==> src/rtl/writeback_scoreboard.sv <==
// Write-back stage: registers the MEM-stage result onto the register-file write port and
// tracks outstanding writes per register so decode can be stalled on RAW hazards.
module writeback_scoreboard #(
    parameter int unsigned NUM_REGS = 32,
    parameter int unsigned CNT_W    = 2,
    parameter int unsigned DATA_W   = 32
) (
    input  logic              clk,
    input  logic              rst_n,
    input  logic              issue_valid,
    input  logic              issue_reg_write,
    input  logic [4:0]        issue_dest,
    input  logic [4:0]        issue_rs,
    input  logic [4:0]        issue_rt,
    input  logic              issue_use_rt,
    output logic              stall,
    input  logic              mem_valid,
    input  logic              mem_reg_write,
    input  logic              mem_to_reg,
    input  logic [4:0]        mem_dest,
    input  logic [DATA_W-1:0] alu_result,
    input  logic [DATA_W-1:0] mem_read_data,
    output logic              write_en,
    output logic [4:0]        write_reg,
    output logic [DATA_W-1:0] write_data,
    output logic              busy
);

    localparam logic [CNT_W-1:0] CNT_MAX = '1;

    logic [CNT_W-1:0]    cnt_q [NUM_REGS];
    logic [CNT_W-1:0]    cnt_d [NUM_REGS];
    logic                write_en_q;
    logic [4:0]          write_reg_q;
    logic [DATA_W-1:0]   write_data_q;
    logic [NUM_REGS-1:0] retire;
    logic [NUM_REGS-1:0] pending;
    logic [NUM_REGS-1:0] inc;
    logic [NUM_REGS-1:0] dec;
    logic                dest_full;
    logic                accept;

    // The register file writes in the first half-cycle, so a retiring write is already visible.
    always_comb begin
        for (int r = 0; r < NUM_REGS; r++) begin
            retire[r]  = write_en_q && (write_reg_q == 5'(r));
            pending[r] = (r != 0) &&
                         (cnt_q[r] > (retire[r] ? CNT_W'(1) : CNT_W'(0)));
        end
    end

    always_comb begin
        dest_full = issue_reg_write && (issue_dest != '0) &&
                    (cnt_q[issue_dest] == CNT_MAX) && !retire[issue_dest];
        stall     = issue_valid &&
                    (pending[issue_rs] || (issue_use_rt && pending[issue_rt]) || dest_full);
        accept    = issue_valid && !stall;
    end

    always_comb begin
        busy = 1'b0;
        for (int r = 0; r < NUM_REGS; r++) begin
            inc[r]   = accept && issue_reg_write && (r != 0) && (issue_dest == 5'(r));
            dec[r]   = retire[r] && (cnt_q[r] != '0);
            cnt_d[r] = cnt_q[r];
            if (inc[r] && !dec[r] && (cnt_q[r] != CNT_MAX)) begin
                cnt_d[r] = cnt_q[r] + CNT_W'(1);
            end else if (dec[r] && !inc[r]) begin
                cnt_d[r] = cnt_q[r] - CNT_W'(1);
            end
            busy = busy | (cnt_q[r] != '0);
        end
    end

    always_ff @(posedge clk or negedge rst_n) begin
        if (!rst_n) begin
            for (int r = 0; r < NUM_REGS; r++) begin
                cnt_q[r] <= '0;
            end
            write_en_q   <= 1'b0;
            write_reg_q  <= '0;
            write_data_q <= '0;
        end else begin
            cnt_q        <= cnt_d;
            write_en_q   <= mem_valid && mem_reg_write && (mem_dest != '0);
            write_reg_q  <= mem_dest;
            write_data_q <= mem_to_reg ? mem_read_data : alu_result;
        end
    end

    assign write_en   = write_en_q;
    assign write_reg  = write_reg_q;
    assign write_data = write_data_q;

    // A retire with nothing outstanding means the pipeline lost track of an issue.
    retire_has_pending: assert property (@(posedge clk) disable iff (!rst_n)
        write_en_q |-> (cnt_q[write_reg_q] != '0));

endmodule

==> config.mk <==
export PLATFORM = sky130hd
export DESIGN_NAME = writeback_scoreboard
export DESIGN_NICKNAME = d
export VERILOG_FILES = /design/src/rtl/writeback_scoreboard.sv
export SDC_FILE = /design/constraint.sdc
export NUM_CORES = 1
export LEC_CHECK = 0
export BUFFER_PORTS_ARGS = -buffer_cell sky130_fd_sc_hd__buf_2
export CAP_MARGIN = 25
export CELL_PAD_IN_SITES_DETAIL_PLACEMENT = 0
export CELL_PAD_IN_SITES_GLOBAL_PLACEMENT = 2
export CORE_MARGIN = 5
export CORE_UTILIZATION = 25
export DETAILED_ROUTE_END_ITERATION = 10
export PLACE_DENSITY = 0.69
export REMOVE_ABC_BUFFERS = 1
export SLEW_MARGIN = 10
export SYNTH_ARGS = -nofsm -noshare
export SYNTH_HDL_FRONTEND = slang
export SYNTH_SLANG_ARGS = --single-unit
==> constraint.sdc <==
create_clock -name clk -period 7 [get_ports clk]
set_input_delay 1.75 -clock clk [delete_from_list [all_inputs] [get_ports clk]]
set_output_delay 1.75 -clock clk [all_outputs]
set_load 0.05 [all_outputs]
# After elaboration in Yosys (flattened, before gate mapping)
# Cells that the tools add are included.
op_classes:
  addsub: 63
  n_lt_le_gt_ge: 35
  eq_ne: 94
  n_mux: 103
  n_bitwise: 32
  reduce_logical: 329
ops:
  columns: ["operator", "count"]
  rows:
  - ["1-bit logical AND", 197]
  - ["5-bit == test (second input constant)", 32]
  - ["2-bit 2-to-1 mux", 64]
  - ["2-bit nonzero test", 63]
  - ["5-bit by 4-bit == test with 1-bit output (second input constant)", 16]
  - ["1-bit logical NOT", 64]
  - ["2-bit by 1-bit subtractor with 2-bit output (second input constant)", 32]
  - ["2-bit by 1-bit adder with 2-bit output (second input constant)", 31]
  - ["2-bit by 1-bit > comparator with 1-bit output", 31]
  - ["2-bit != test (second input constant)", 31]
  - ["5-bit by 3-bit == test with 1-bit output (second input constant)", 8]
  - ["1-bit 2-to-1 mux", 34]
  - ["32-bit 2-to-1 mux", 1]
  - ["1-bit OR", 31]
  - ["5-bit by 2-bit == test with 1-bit output (second input constant)", 4]
  - ["5-bit by 6-bit less-than comparator with 1-bit output (second input constant)", 3]
  - ["1-bit binary-select mux with 5-bit select", 3]
  - ["2-bit binary-select mux with 5-bit select", 1]
  - ["5-bit by 1-bit == test with 1-bit output (second input constant)", 2]
  - ["5-bit nonzero test", 2]
  - ["6-bit >= comparator (second input constant)", 1]
  - ["5-bit inverter with 6-bit output", 1]
  - ["5-bit logical NOT", 1]
  - ["2-bit == test (second input constant)", 1]
  - ["1-bit logical OR", 2]
totals:
  register_bits: 102
  in_bits: 92
  output_inout_bits: 40
  wordCells: 691

# Depth between registers and ports, before layout
# Gate-level depths: netlist (run 1).
depth:
  ltp_word: 32
  ltp_mapped: 18
  depth_no_buf: 15

# Least setup slack after synthesis (run 1)
# No wires, ideal clock.
synth_path:
  path_type: "reg-to-output"
  start: "register write_reg_q[3], in the netlist write_reg[3]"
  end: "output port stall"
  t_arrival_ps: 4239
  t_required_ps: 5250
  path_slack_ps: 1011
  stages_incl_launch_ff: 14
  n_path_buf: 3
  cell_sequence: "dfrtp_1 -> clkbuf_1 -> or3b_2 -> clkbuf_1 -> nor2_1 -> ha_1 -> nor2_1 -> nor2_1 -> a311oi_1 -> a211oi_1 -> o32ai_1 -> nor4_1 -> buf_2 -> nor2b_1"
synth_via:
  elab_chain_cells: 10
  word_cells_on_any_way: 138
  classes_between: "31 x order compare; 31 x eq/ne; 37 x mux; 39 x reduce/logical"
synth_lines:
  columns: ["item", "line", "rtl"]
  rows:
  - ["start, declared", "34", "logic [4:0] write_reg_q;"]
  - ["start signal, assigned", "86", "write_reg_q <= mem_dest;"]
  - ["5-bit by 1-bit == test with 1-bit output (tied with other cells)", "46", "retire[r] = write_en_q && (write_reg_q == 5'(r));"]
  - ["1-bit logical AND", "46", null]
  - ["1-bit 2-to-1 mux", "48", "(cnt_q[r] > (retire[r] ? CNT_W'(1) : CNT_W'(0)));"]
  - ["2-bit by 1-bit > comparator with 1-bit output", "48", null]
  - ["1-bit binary-select mux with 5-bit select", "56", "(pending[issue_rs] || (issue_use_rt && pending[issue_rt]) || dest_full);"]
  - ["1-bit 2-to-1 mux (not written as such)", "56", null]
  - ["1-bit logical AND", "56", null]
  - ["1-bit logical OR", "56", null]
  - ["1-bit logical OR *", "56", null]
  - ["1-bit logical AND *", "55", "stall = issue_valid &&"]
  - ["end, declared", "16", "output logic stall,"]
# Every way passes the cells marked *; elsewhere a longest branch is shown, timed or not. The select of a mux whose other input is x is not followed.

# Worst setup path after layout (run 1)
layout_path:
  start: "input port issue_dest[0]"
  end: "output port stall"
layout_via:
  elab_chain_cells: 9
  word_cells_on_any_way: 14
  classes_between: "1 x eq/ne; 5 x mux; 1 x bitwise; 7 x reduce/logical"
layout_lines:
  columns: ["item", "line", "rtl"]
  rows:
  - ["start, declared", "12", "input logic [4:0] issue_dest,"]
  - ["5-bit inverter with 6-bit output (not written as such)", "54", "(cnt_q[issue_dest] == CNT_MAX) && !retire[issue_dest];"]
  - ["2-bit binary-select mux with 5-bit select", "54", null]
  - ["2-bit 2-to-1 mux (not written as such) (2 in series)", "54", null]
  - ["2-bit == test", "54", null]
  - ["1-bit logical AND", "53", "dest_full = issue_reg_write && (issue_dest != '0) &&"]
  - ["1-bit logical AND *", "54", null]
  - ["1-bit logical OR *", "56", null]
  - ["1-bit logical AND *", "55", null]
# Marked as above.

==> results.py, run 1 <==
metrics = {
    "final_layout": {
        "largest_reg_flops": 64,
        "fin_nets": 1102,
        "drive_above_1_share_pct": 25.94,
        "area_growth_syn_to_layout_pct": 16.60,
        "final_common_cell": "buf_2",
        "antenna_cells": 0,
        "final_cell_mix": "buf_2, dfrtp_1, nor2_1",
    },
    "timing": {
        "max_freq_mhz": 159.6,
        "period_share_pct": 89.53,
        "tns_ns": 0,
        "drv_slew": 0,
        "worst_slew_pin_slew_ns": 0.9481,
        "whs_ns": 0.5358,
        "fin_skew_ns": 0.01394,
        "timing.slew.headroom_pct": 36.56,
        "setup_viol": 0,
        "rsz0062_at_grt": "no",
        "min_period_ns": 6.267,
        "finalHoldViolCount": 0,
    },
    "clock_tree": {
        "clk_pin_slew_ns": 0.07,
        "htree_num_levels": 3,
        "clockBufferDepth": 2,
        "clkSinkCount": 102,
        "cts-hold-fix-buffers": 0,
        "cts_resized": 0,
        "cts_buffers": 9,
        "insertion_delay_ns": 0.37,
        "cts_root_buf": "clkbuf_16",
        "postCtsSetupRepairBufs": 0,
        "cts_tree": "yes",
    },
    "global_routing": {
        "gr-usage-all-layers_pct": 16.06,
        "grt_pass1_vias": 7164,
        "grt_max_degree": 55,
        "antenna_found_initial": 0,
        "grt_pass1_wl_um": 44260,
        "grt_overflow": 0,
    },
    "routing": {
        "vias": 7388,
        "firstDrtPassIters": 5,
        "drcViolationCount": 0,
        "dr.first_iter.drc_count": 673,
        "via_per_inst": 5.334,
        "routed_wl_um": 28640,
        "drtAntennaViolNets": 0,
        "wl_per_cell_um": 20.68,
    },
    "yosys": {
        "synth_edf_count": 0,
        "avgSynthCellArea_sq_um": 9.101,
        "ys_types": 74,
        "ys_warn_count": 0,
        "seq_area_frac_synth_pct": 32.16,
        "dominantRegCellSynth": "dfrtp_1",
        "synthesis.instances": 872,
        "synthesis.area_sq_mm": 0.007936,
        "synthArstFlopShare_pct": 100.0,
        "ys_ff_latch": 102,
    },
    "job": {
        "max_cap_viol_count": 0,
    },
    "worst_hold_path": {
        "min_from": "cnt_q[63]",
        "worstHoldPathType": "reg -> reg",
    },
    "setup_path": {
        "critPathLaunchType": "primary input",
        "crit_start": "issue_dest[0]",
        "cp_max_fo": 24,
        "critPathKind": "in -> out",
        "rr_endpoint": "cnt_q[52]",
        "crit_end": "stall",
        "worstPathRequired_ns": 5.25,
        "cp-end-kind": "output port",
        "critical_path_arrival_ns": 4.52,
        "rr_startpoint": "write_reg[3]",
        "rrSetupSlack_ns": 2.04,
        "rr_worst_depth": 14,
    },
    "placement": {
        "io_buffers": 131,
        "gp_congestion": 0.8761,
        "post-dp-hpwl_um": 22270,
    },
    "floorplanning": {
        "start_util_pct": 25.22,
        "dieArea_sq_mm": 0.03541,
        "die_h_um": 188.2,
        "dieWidth_um": 188.2,
        "row_count": 65,
        "ios": 132,
        "core_area_sq_mm": 0.03147,
    },
    "power_and_ir_drop": {
        "power.share.clock_pct": 30.1,
        "vdd_drop_max_uv": 124.7,
        "cellPowerDensity_mw_per_mm2": 187.5,
        "combPwrFrac_pct": 26.6,
        "leakage_nw": 3.858,
        "seq_power_share_pct": 43.3,
        "p_sw_w": 0.0006558,
        "switching_share_pct": 37.79,
        "p_int_w": 0.001080,
    },
    "outcome": {
        "status": "complete, no violations",
    },
}
==> synthesized netlist by cell type, types with 3 or more instances <==
master,count,area share [%]
a211oi_1,11,1.0
buf_2,8,0.50
a22o_1,4,0.44
a32oi_1,3,0.33
and3_1,12,0.95
nand2b_1,15,1.2
a22oi_1,5,0.47
o21a_1,4,0.38
o21ba_2,3,0.38
mux2i_1,23,2.9
buf_6,4,0.57
xnor2_1,9,0.99
and4b_1,3,0.38
a31oi_1,6,0.47
nand3_1,37,2.3
a21oi_1,23,1.5
xor2_1,9,0.99
inv_1,50,2.4
nor2_1,80,3.8
nand4_1,10,0.79
nand2_1,77,3.6
nor3_1,21,1.3
clkbuf_1,26,1.2
o21bai_1,32,3.0
buf_1,7,0.33
a311oi_1,5,0.55
or2_2,6,0.47
mux4_2,23,6.5
ha_1,32,5.0
o21ai_0,31,2.0
o22a_1,7,0.77
o31ai_1,18,1.7
nor4_1,32,2.5
a21boi_0,5,0.47
or4_1,3,0.28
mux2_2,42,6.0
nor2b_1,8,0.63
and2_1,5,0.39
nor4_2,10,1.6
nor4b_1,8,0.88
dfrtp_1,102,32
or3_1,8,0.63
==> critical path, cell delays in order <==
cell and delay (ns):
buf_2 0.55, mux4_2 0.59, a22oi_1 0.19, nand3_1 0.09, and3_1 0.43, nor4_2 0.54
nor2b_1 0.11, buf_2 0.24
==> how the worst min path moves through the flow <==
stage | end | slack, ns | cells past startpoint
floorplan | cnt_q[62] | 0.46 | 1
global placement | cnt_q[63] | 0.50 | 2
detailed placement | cnt_q[63] | 0.52 | 2
CTS | cnt_q[63] | 0.53 | 2
global route | cnt_q[63] | 0.55 | 2
finish | cnt_q[63] | 0.54 | 2
==> cells by family (layout without fill, tap and decap cells) <==
kind of cell,count (synthesis),in the layout,synth area share (%)
flip-flops,102,102,32.16
AO/OA/AOI/OAI,186,186,16.59
multiplexers,89,89,15.53
buffers and inverters,97,208,5.092
adder cells (fa/ha/maj),32,32,5.045
XOR/XNOR,18,18,1.987
AND/OR/NAND/NOR,348,348,23.60
==> cell type report <==
type | instances | area [sq um]
well taps | 402 | 503.0
multi-input cells | 673 | 4991
fillers | 3262 | 22220
flip-flops and latches | 102 | 2552
repair buffers | 140 | 723.2
inverters | 52 | 195.2
clock inverters | 6 | 50.05
clock buffers | 10 | 239.0
==> power by group through the flow <==
stage | logic [W] | registers (W) | clock network [W]
global route | 0.000507 | 0.000761 | 0.000571
CTS | 0.000459 | 0.000750 | 0.000547
global placement | 0.000460 | 0.000762 | 0
detailed placement | 0.000457 | 0.000761 | 0
finish | 0.000462 | 0.000751 | 0.000522
floorplan | 0.000240 | 0.000771 | 0
==> metal layers <==
metal	vias to the layer above	global-route usage, %	part of all wire (%)
met5	-	0	0
met2	335	23.54	42
met4	0	4.997	2.2
li1	3459	-	-
met3	41	4.039	8.3
met1	3553	23.20	47
==> metrics by stage <==
step / std cells / power, W / area [sq um] / util [%] / setup WS, ns
2_1_floorplan: 827 / 0.001011 / 7727 / - / 0.8542
3_3_place_gp: 1367 / 0.001221 / 8952 / 28.44 / 0.8383
3_5_place_dp: 1367 / 0.001218 / 8952 / 28.44 / 0.8141
4_1_cts: 1383 / 0.001756 / 9241 / 29.36 / 0.7259
5_1_grt: 1385 / 0.001839 / 9254 / 29.40 / 0.5626
6_report: 1385 / 0.001735 / 9254 / 29.40 / 0.7331
Note: power is estimated with default switching activity, not from simulation.
==> run 2, diff against run 1 <==
Settings changed: REMOVE_ABC_BUFFERS 1 to not set.
==> run 2 against run 1 <==
Net effect: cell count fell by 0.14%; via count decreased by 1.7%; register-to-register slack lost 0.05 ns; hold slack lost 0.013 ns; largest cell class unchanged; largest power group unchanged; highest routed layer is now met5.
==> results.py, run 2 (same netlist as run 1, synthesis figures left out) <==
metrics = {
    "outcome": {
        "status": "complete, no violations",
    },
    "clock_tree": {
        "clk_pin_slew_ns": 0.07,
        "postCtsSetupRepairBufs": 0,
        "htree_num_levels": 3,
        "insertion_delay_ns": 0.36,
        "clkSinkCount": 102,
        "cts_tree": "yes",
        "cts_buffers": 9,
        "cts_resized": 0,
        "clockBufferDepth": 2,
        "cts_root_buf": "clkbuf_16",
        "cts-hold-fix-buffers": 0,
    },
    "setup_path": {
        "critical_path_arrival_ns": 4.28,
        "rr_worst_depth": 13,
        "critPathKind": "in -> out",
        "critPathLaunchType": "primary input",
        "rr_endpoint": "cnt_q[40]",
        "cp_max_fo": 24,
        "rrSetupSlack_ns": 1.99,
        "worstPathRequired_ns": 5.25,
        "rr_startpoint": "write_reg[1]",
        "cp-end-kind": "output port",
    },
    "routing": {
        "firstDrtPassIters": 5,
        "routed_wl_um": 28440,
        "dr.first_iter.drc_count": 523,
        "vias": 7260,
        "via_per_inst": 5.249,
        "drtAntennaViolNets": 0,
        "wl_per_cell_um": 20.56,
        "drcViolationCount": 0,
    },
    "power_and_ir_drop": {
        "cellPowerDensity_mw_per_mm2": 193.6,
        "leakage_nw": 3.877,
        "vdd_drop_max_uv": 146.5,
    },
    "floorplanning": {
        "die_h_um": 188.2,
        "dieWidth_um": 188.2,
        "dieArea_sq_mm": 0.03541,
        "start_util_pct": 25.22,
        "ios": 132,
        "core_area_sq_mm": 0.03147,
        "row_count": 65,
    },
    "placement": {
        "pre_cts_ws_ns": 0.9490,
        "post-dp-hpwl_um": 22060,
        "io_buffers": 131,
        "gp_congestion": 0.8229,
    },
    "final_layout": {
        "fin_nets": 1100,
        "final_cell_mix": "buf_2, dfrtp_1, nor2_1",
        "drive_above_1_share_pct": 25.69,
        "final_common_cell": "buf_2",
        "antenna_cells": 0,
        "largest_reg_flops": 64,
        "area_growth_syn_to_layout_pct": 17.01,
        "fillerInstances": 3372,
        "final_util_pct": 29.51,
    },
    "worst_hold_path": {
        "hold_path_depth": 1,
        "worstHoldPathType": "reg -> reg",
        "worstHoldEndpoint": "cnt_q[62]",
        "min_from": "cnt_q[62]",
    },
    "timing": {
        "max_freq_mhz": 165.8,
        "worst_slew_pin_slew_ns": 0.9226,
        "whs_ns": 0.5233,
        "finalHoldViolCount": 0,
        "tns_ns": 0,
        "timing.slew.headroom_pct": 38.26,
        "fin_skew_ns": 0.01502,
        "rsz0062_at_grt": "no",
        "period_share_pct": 86.17,
        "setup_viol": 0,
        "min_period_ns": 6.032,
        "fin_ws_ns": 0.9679,
        "drv_slew": 0,
    },
    "global_routing": {
        "gr-usage-all-layers_pct": 15.88,
        "grt_overflow": 0,
        "grt_pass1_wl_um": 43590,
        "antenna_found_initial": 4,
        "grt_pass1_vias": 7110,
        "grt_max_degree": 62,
    },
    "yosys": {
        "synth_nets": 996,
    },
    "job": {
        "max_cap_viol_count": 0,
    },
}
-- run 2: per-layer routing --
layer,up-vias,global-route usage [%],wire length (um)
li1,3449,-,-
met1,3502,22.07,13050
met2,270,24.01,12230
met3,31,5.650,2768
met4,8,3.134,350
met5,-,0,38
-- run 2: where the power goes --
part           internal [W]  switching, W  total, W  leakage (nW)
Clock              0.000336      0.000252  0.000588         0.163
Combinational      0.000174      0.000287  0.000461          2.49
Sequential         0.000647      0.000102  0.000749          1.22
-- run 2: worst max-delay path by stage --
stage / depth (start not counted) / startpoint / slack (ns) / to
after floorplan: 13 / write_reg[3] / 1.01 / stall
after global placement: 8 / issue_dest[0] / 0.94 / stall
after detailed placement: 8 / issue_dest[0] / 0.95 / stall
after CTS: 8 / issue_dest[0] / 0.94 / stall
after global routing: 8 / issue_dest[0] / 0.73 / stall
final: 8 / issue_dest[0] / 0.97 / stall
-- run 2: area by class of cell --
cell class                      count  area, sq um  area share [%]
Tap cell                          402        503.0           5.416
Timing Repair Buffer              138        710.7           7.653
Clock inverter                      4        77.57          0.8354
Inverter                           52        195.2           2.102
Clock buffer                       12        256.5           2.762
Multi-Input combinational cell    673         4991           53.75
Sequential cell                   102         2552           27.49
-- run 2: critical path, cell delays in order --
cell	delay, ns
buf_2	0.51
mux4_2	0.58
a22oi_1	0.21
nand3_1	0.09
and3_1	0.46
nor4_2	0.36
nor2b_1	0.09
buf_2	0.22
-- run 2: stage by stage --
stage | instance area [sq um] | instances | power, W
5_1_grt | 9286 | 1383 | 0.001895
6_report | 9286 | 1383 | 0.001798
4_1_cts | 9286 | 1383 | 0.001821
2_1_floorplan | 7936 | 872 | 0.001036
3_5_place_dp | 8952 | 1367 | 0.001221
3_3_place_gp | 8952 | 1367 | 0.001222
